### config.mk
export PLATFORM = sky130hd
export DESIGN_NAME = uart_tx_arbiter
export DESIGN_NICKNAME = d
export VERILOG_FILES = /design/src/rtl/uart_tx_arbiter.sv
export SDC_FILE = /design/constraint.sdc
export NUM_CORES = 1
export LEC_CHECK = 0
export CAP_MARGIN = 0
export CORE_UTILIZATION = 30
export CTS_BUF_LIST = sky130_fd_sc_hd__clkbuf_8 sky130_fd_sc_hd__clkbuf_16
export CTS_CLUSTER_SIZE = 28
export DETAILED_ROUTE_END_ITERATION = 8
export PLACE_DENSITY = 0.84
export SLEW_MARGIN = 25
export SYNTH_ARGS = -nofsm -noshare
export SYNTH_HDL_FRONTEND = slang
export SYNTH_SLANG_ARGS = --single-unit
### constraint.sdc
create_clock -name UCLK -period 2 [get_ports UCLK]
set_input_delay 0.2 -clock UCLK [delete_from_list [all_inputs] [get_ports UCLK]]
set_output_delay 0.2 -clock UCLK [all_outputs]
set_load 0.05 [all_outputs]
### src/rtl/uart_tx_arbiter.sv
// uart_tx_arbiter: round-robin, packet-locked arbiter sharing one UART transmit port
module uart_tx_arbiter #(
  parameter int NUM_REQ = 4,
  parameter int DATA_WIDTH = 8,
  parameter int ID_W = $clog2(NUM_REQ)
) (
  input  logic                          UCLK,
  input  logic                          reset,
  input  logic [NUM_REQ-1:0]            req_valid,
  input  logic [NUM_REQ*DATA_WIDTH-1:0] req_data,
  input  logic [NUM_REQ-1:0]            req_last,
  output logic [NUM_REQ-1:0]            req_ready,
  output logic [DATA_WIDTH-1:0]         W_data,
  output logic                          wr_uart,
  input  logic                          tx_full,
  output logic [ID_W-1:0]               grant_id,
  output logic                          busy,
  output logic                          pkt_done
);
  typedef enum logic {IDLE, XFER} state_t;
  state_t state, state_n;
  logic [ID_W-1:0] last_grant, grant_n, sel, idx;
  logic found;
  always_comb begin
    found = 1'b0;
    sel = '0;
    idx = '0;
    for (int k = 1; k <= NUM_REQ; k++) begin
      idx = ID_W'((int'(last_grant) + k) % NUM_REQ);
      if (!found && req_valid[idx]) begin
        found = 1'b1;
        sel = idx;
      end
    end
  end
  assign busy = state == XFER;
  assign wr_uart = busy & req_valid[grant_id] & ~tx_full;
  assign req_ready = wr_uart ? NUM_REQ'(1) << grant_id : '0;
  assign W_data = req_data[int'(grant_id)*DATA_WIDTH +: DATA_WIDTH];
  assign pkt_done = wr_uart & req_last[grant_id];
  // grant_id doubles as the in-packet lock; last_grant only moves on a new grant
  always_comb begin
    state_n = state;
    grant_n = grant_id;
    if (state == IDLE && found) begin
      state_n = XFER;
      grant_n = sel;
    end
    if (pkt_done) state_n = IDLE;
  end
  always_ff @(posedge UCLK) begin
    if (reset) begin
      state <= IDLE;
      grant_id <= '0;
      last_grant <= ID_W'(NUM_REQ - 1);
    end else begin
      state <= state_n;
      grant_id <= grant_n;
      last_grant <= (state == IDLE && found) ? sel : last_grant;
    end
  end
endmodule
# Word-level counts from Yosys, hierarchy flattened
# Index checks and enable logic that the tools add are counted.
# word_totals
ff_bits	5
in_bits	43
# op_classes
n_addsub	4
magnitude_cmp	5
n_reduce_logical	8
mux	21
shift	2
n_bitwise	5
# ops
op	count
indexed part select 32 x 6 -> 8 bit	1
< comparator 2 x 3 -> 1 bit (second input constant)	5
binary-select mux 1 bit (select 2 bit)	6
two-way mux 1 bit	10
two-way mux 2 bit	4
adder 2 x 1 -> 2 bit (second input constant)	2
adder 2 bit (second input constant)	2
logical AND 1 bit	4
two-way mux 4 bit	1
<< shifter 1 x 2 -> 4 bit (first input constant)	1
bitwise AND 1 bit	3
zero test 1 bit	3
inverter 1 bit	2
OR reduction 2 bit	1

# Longest topological paths before layout
# logic_depth
word_depth	14
mapped_depth	4

# Worst setup path after synthesis
# Ideal clock, no wire load.
# synth_path
kind	flip-flop to output port
startpoint	reg grant_id[0]
endpoint	out req_ready[0]
stages_incl_launch_ff	4
arrival_ns	2.421
slack_ns	-0.621
path_cell_list	dfxtp_1 > buf_6 > buf_2 > nor4_1
# synth_between
elab_chain_len	5
elab_cells_between_ends	6
# synth_rtl
item	line_no	source
from (decl)	16	output logic [ID_W-1:0] grant_id,
from (signal assigned)	58	grant_id <= grant_n;
binary-select mux 1 bit (select 2 bit)	37	assign wr_uart = busy & req_valid[grant_id] & ~tx_full;
two-way mux 1 bit (not written as such)	37	
bitwise AND 1 bit (2 in a row)	37	
two-way mux 4 bit (*)	38	assign req_ready = wr_uart ? NUM_REQ'(1) << grant_id : '0;
to (decl)	12	output logic [NUM_REQ-1:0] req_ready,
# Every way passes the cells marked *; elsewhere a longest branch is shown, timed or not. The select of a mux whose other input is x is not followed.

# Worst setup path after layout
# layout_path
startpoint	in req_valid[1]
endpoint	out pkt_done
# layout_between
elab_chain_len	5
# layout_rtl
item	line_no	source
from (decl)	9	input logic [NUM_REQ-1:0] req_valid,
binary-select mux 1 bit (select 2 bit)	37	
two-way mux 1 bit (not written as such)	37	
bitwise AND 1 bit (2 in a row)	37	
bitwise AND 1 bit	40	assign pkt_done = wr_uart & req_last[grant_id];
to (decl)	18	output logic pkt_done
# No other way between the ends. The select of a mux whose other input is x is not followed.

==> run metrics <==
status=completed; CTS root buffer=clkbuf_8; sequential share of power=0.176; post-synthesis compound-gate area fraction=0.09451; multiplexer share of the synthesized area=0.4154; Switch Pwr=0.2644 mW; vias post-DR=753; Tmin final=1.789 ns; share of synthesized registers carrying an async set or reset=0; Peak VDD IR=0.0004382 V; full die area=2076 um^2; Area growth, synth to finish=127.9%; Via density=5.158; drt drc=0; hpwl dp=1.811 mm; Port Buf Inserts=59; number of max-cap violations=0; Post-CTS Hold Fix Bufs=0; Worst-Margin Slew=0.4994 ns; number of global-route vias before repair=702; xor and xnor area share after synthesis=0; power share of the clock group=0.249; 1st-pass router iterations=4; Chip Width=45.56 um; Simple-Gate Fraction of Synth Area=0.2637; placed cell area=1252 um^2; post-CTS sizing=0; synth warn=0; Hold Vio Cnt, Final=0; CTS tree=built; Crit path arrival time=1.59 ns; clk sinks=5; ys flop type=dfxtp_1; antenna violations before repair=0; Post-synth EDFFs=0; Skew-Pair Late Insertion Delay=0.22 ns; Yosys reg bits=5; synthesized net count=99; Layout Utilization=0.7434; FP Rows=15; Commonest cells post-synth=mux4_2 (7), nand2_1 (7), dfxtp_1 (5); Final setup viols=0; DRT iter0 DRCs=9; sequential-to-total area share from yosys stat=0.1758; worst rel slew slack=0.6660; initial core utilization=0.3262; total gr overflow=0; Distinct cells, synth=22; H-tree depth=1; largest net degree at the start of global routing=15; Req. time, crit path=1.80 ns; Adder-Cell Fraction of Synth Area=0; critical path fanouts, max=7; # diodes=0; Clock Tree Buf Depth=2; Post-Layout Cell Count=146; startpoint types=primary input; Mapped Cells=56; internal power=0.4407 mW; Sw Share=0.3750; drt wl/cell=14.66 um; core area=1745 um^2; hold path depth=2; wire length of the first global-routing pass=2.987 mm; total setup buffers inserted after CTS=0; Synth area leader=mux4_2; # placed instances=142; clk_skew=0.002059 ns; setup TNS=0 ns; largest family of logic cells by synthesized area=multiplexers; fin area=1297 um^2; period utilization=0.8943; final RePlAce weighted congestion=0.8411; CP Class=primary input to output port; ranking of synthesized cells by area=mux4_2 (28%), dfxtp_1 (18%), mux4_1 (14%); power per cell area=543.4 nW/um^2; LEAKAGE=0.5029 nW; Worst setup EP type=output port; RSZ-0062 raised after global routing=no; Mean Syn Cell Area=10.17 um^2; Place WS=0.2113 ns; cells on worst reg2reg path=4; combinational fraction of design power=0.575; Max Fclk=559.1 MHz; Mapped Area=569.3 um^2; Pwr Total=0.7051 mW; gr usage total=0.2020; CTS Buf Count=3; share of post-route cells with drive strength above 1=0.2975; PnR worst setup slack=0.2114 ns; hold_ws=0.5587 ns; post-synth top area share=0.2769; fin. max-slew vios=0; worst min-delay path class=register to register; antenna-violating nets left=0; die span in y=45.56 um; io pins=60; Nets=165; Reg clk slew, reported paths=0.03 ns; Post-Route WL=2.141 mm
final cells by class:
class                   count  area (um^2)
flip-flops and latches      5        100.1
multi-input cells          46        462.9
fillers                   133        447.9
clock buffers               3        41.29
clock inverters             1        3.754
well taps                  25        31.28
repair buffers             64        650.6
inverters                   2        7.507
power groups by stage:
stage	Sequential [mW]	Clock [mW]	Combinational (mW)
after CTS	0.124	0.182	0.408
after detailed placement	0.125	0	0.407
after global routing	0.125	0.191	0.425
final	0.124	0.176	0.405
after floorplan	0.142	0	0.216
after global placement	0.124	0	0.400
flip-flops by register name, summed over array words and instances, names as in the netlist:
register,count
busy,1
grant_id,2
last_grant,2
routing by layer:
layer,GRT usage,vias up,share of wire
li1,-,351,-
met1,0.2263,348,0.36
met2,0.3543,46,0.50
met3,0.04762,8,0.12
met4,0.09697,0,0.021
met5,0,-,0
cell usage in the layout, fill, tap and decap left out, types with 2 or more instances in the layout:
cell	netlist	final
nor2_1	4	4
buf_4	0	16
clkdlybuf4s50_1	0	43
nand2_1	7	7
buf_12	0	5
dfxtp_1	5	5
o21ai_0	2	2
mux4_1	3	3
a21oi_1	4	4
inv_1	2	3
nor2b_1	2	2
nor4_1	3	2
mux4_2	7	7
clkbuf_8	0	3
nand2b_1	3	3
final timing paths:
path                                    start  slack, ns            end
worst min-delay path            last_grant[0]       0.56  last_grant[0]
worst max-delay path             req_valid[1]       0.21       pkt_done
worst max register to register    grant_id[1]       0.61           busy
worst min register to register  last_grant[0]       0.56  last_grant[0]
worst max-delay path, stage by stage:
cell             delay, ns
clkdlybuf4s50_1       0.52
mux4_2                0.51
and3_4                0.17
buf_4                 0.18
kinds of logic (layout without fill, tap and decap cells):
kind of cell / after synthesis / in the layout
AND/OR/NAND/NOR: 27 / 27
multiplexers: 10 / 10
AO/OA/AOI/OAI: 9 / 9
flip-flops: 5 / 5
buffers and inverters: 5 / 70
(Power assumes the default switching activity.)
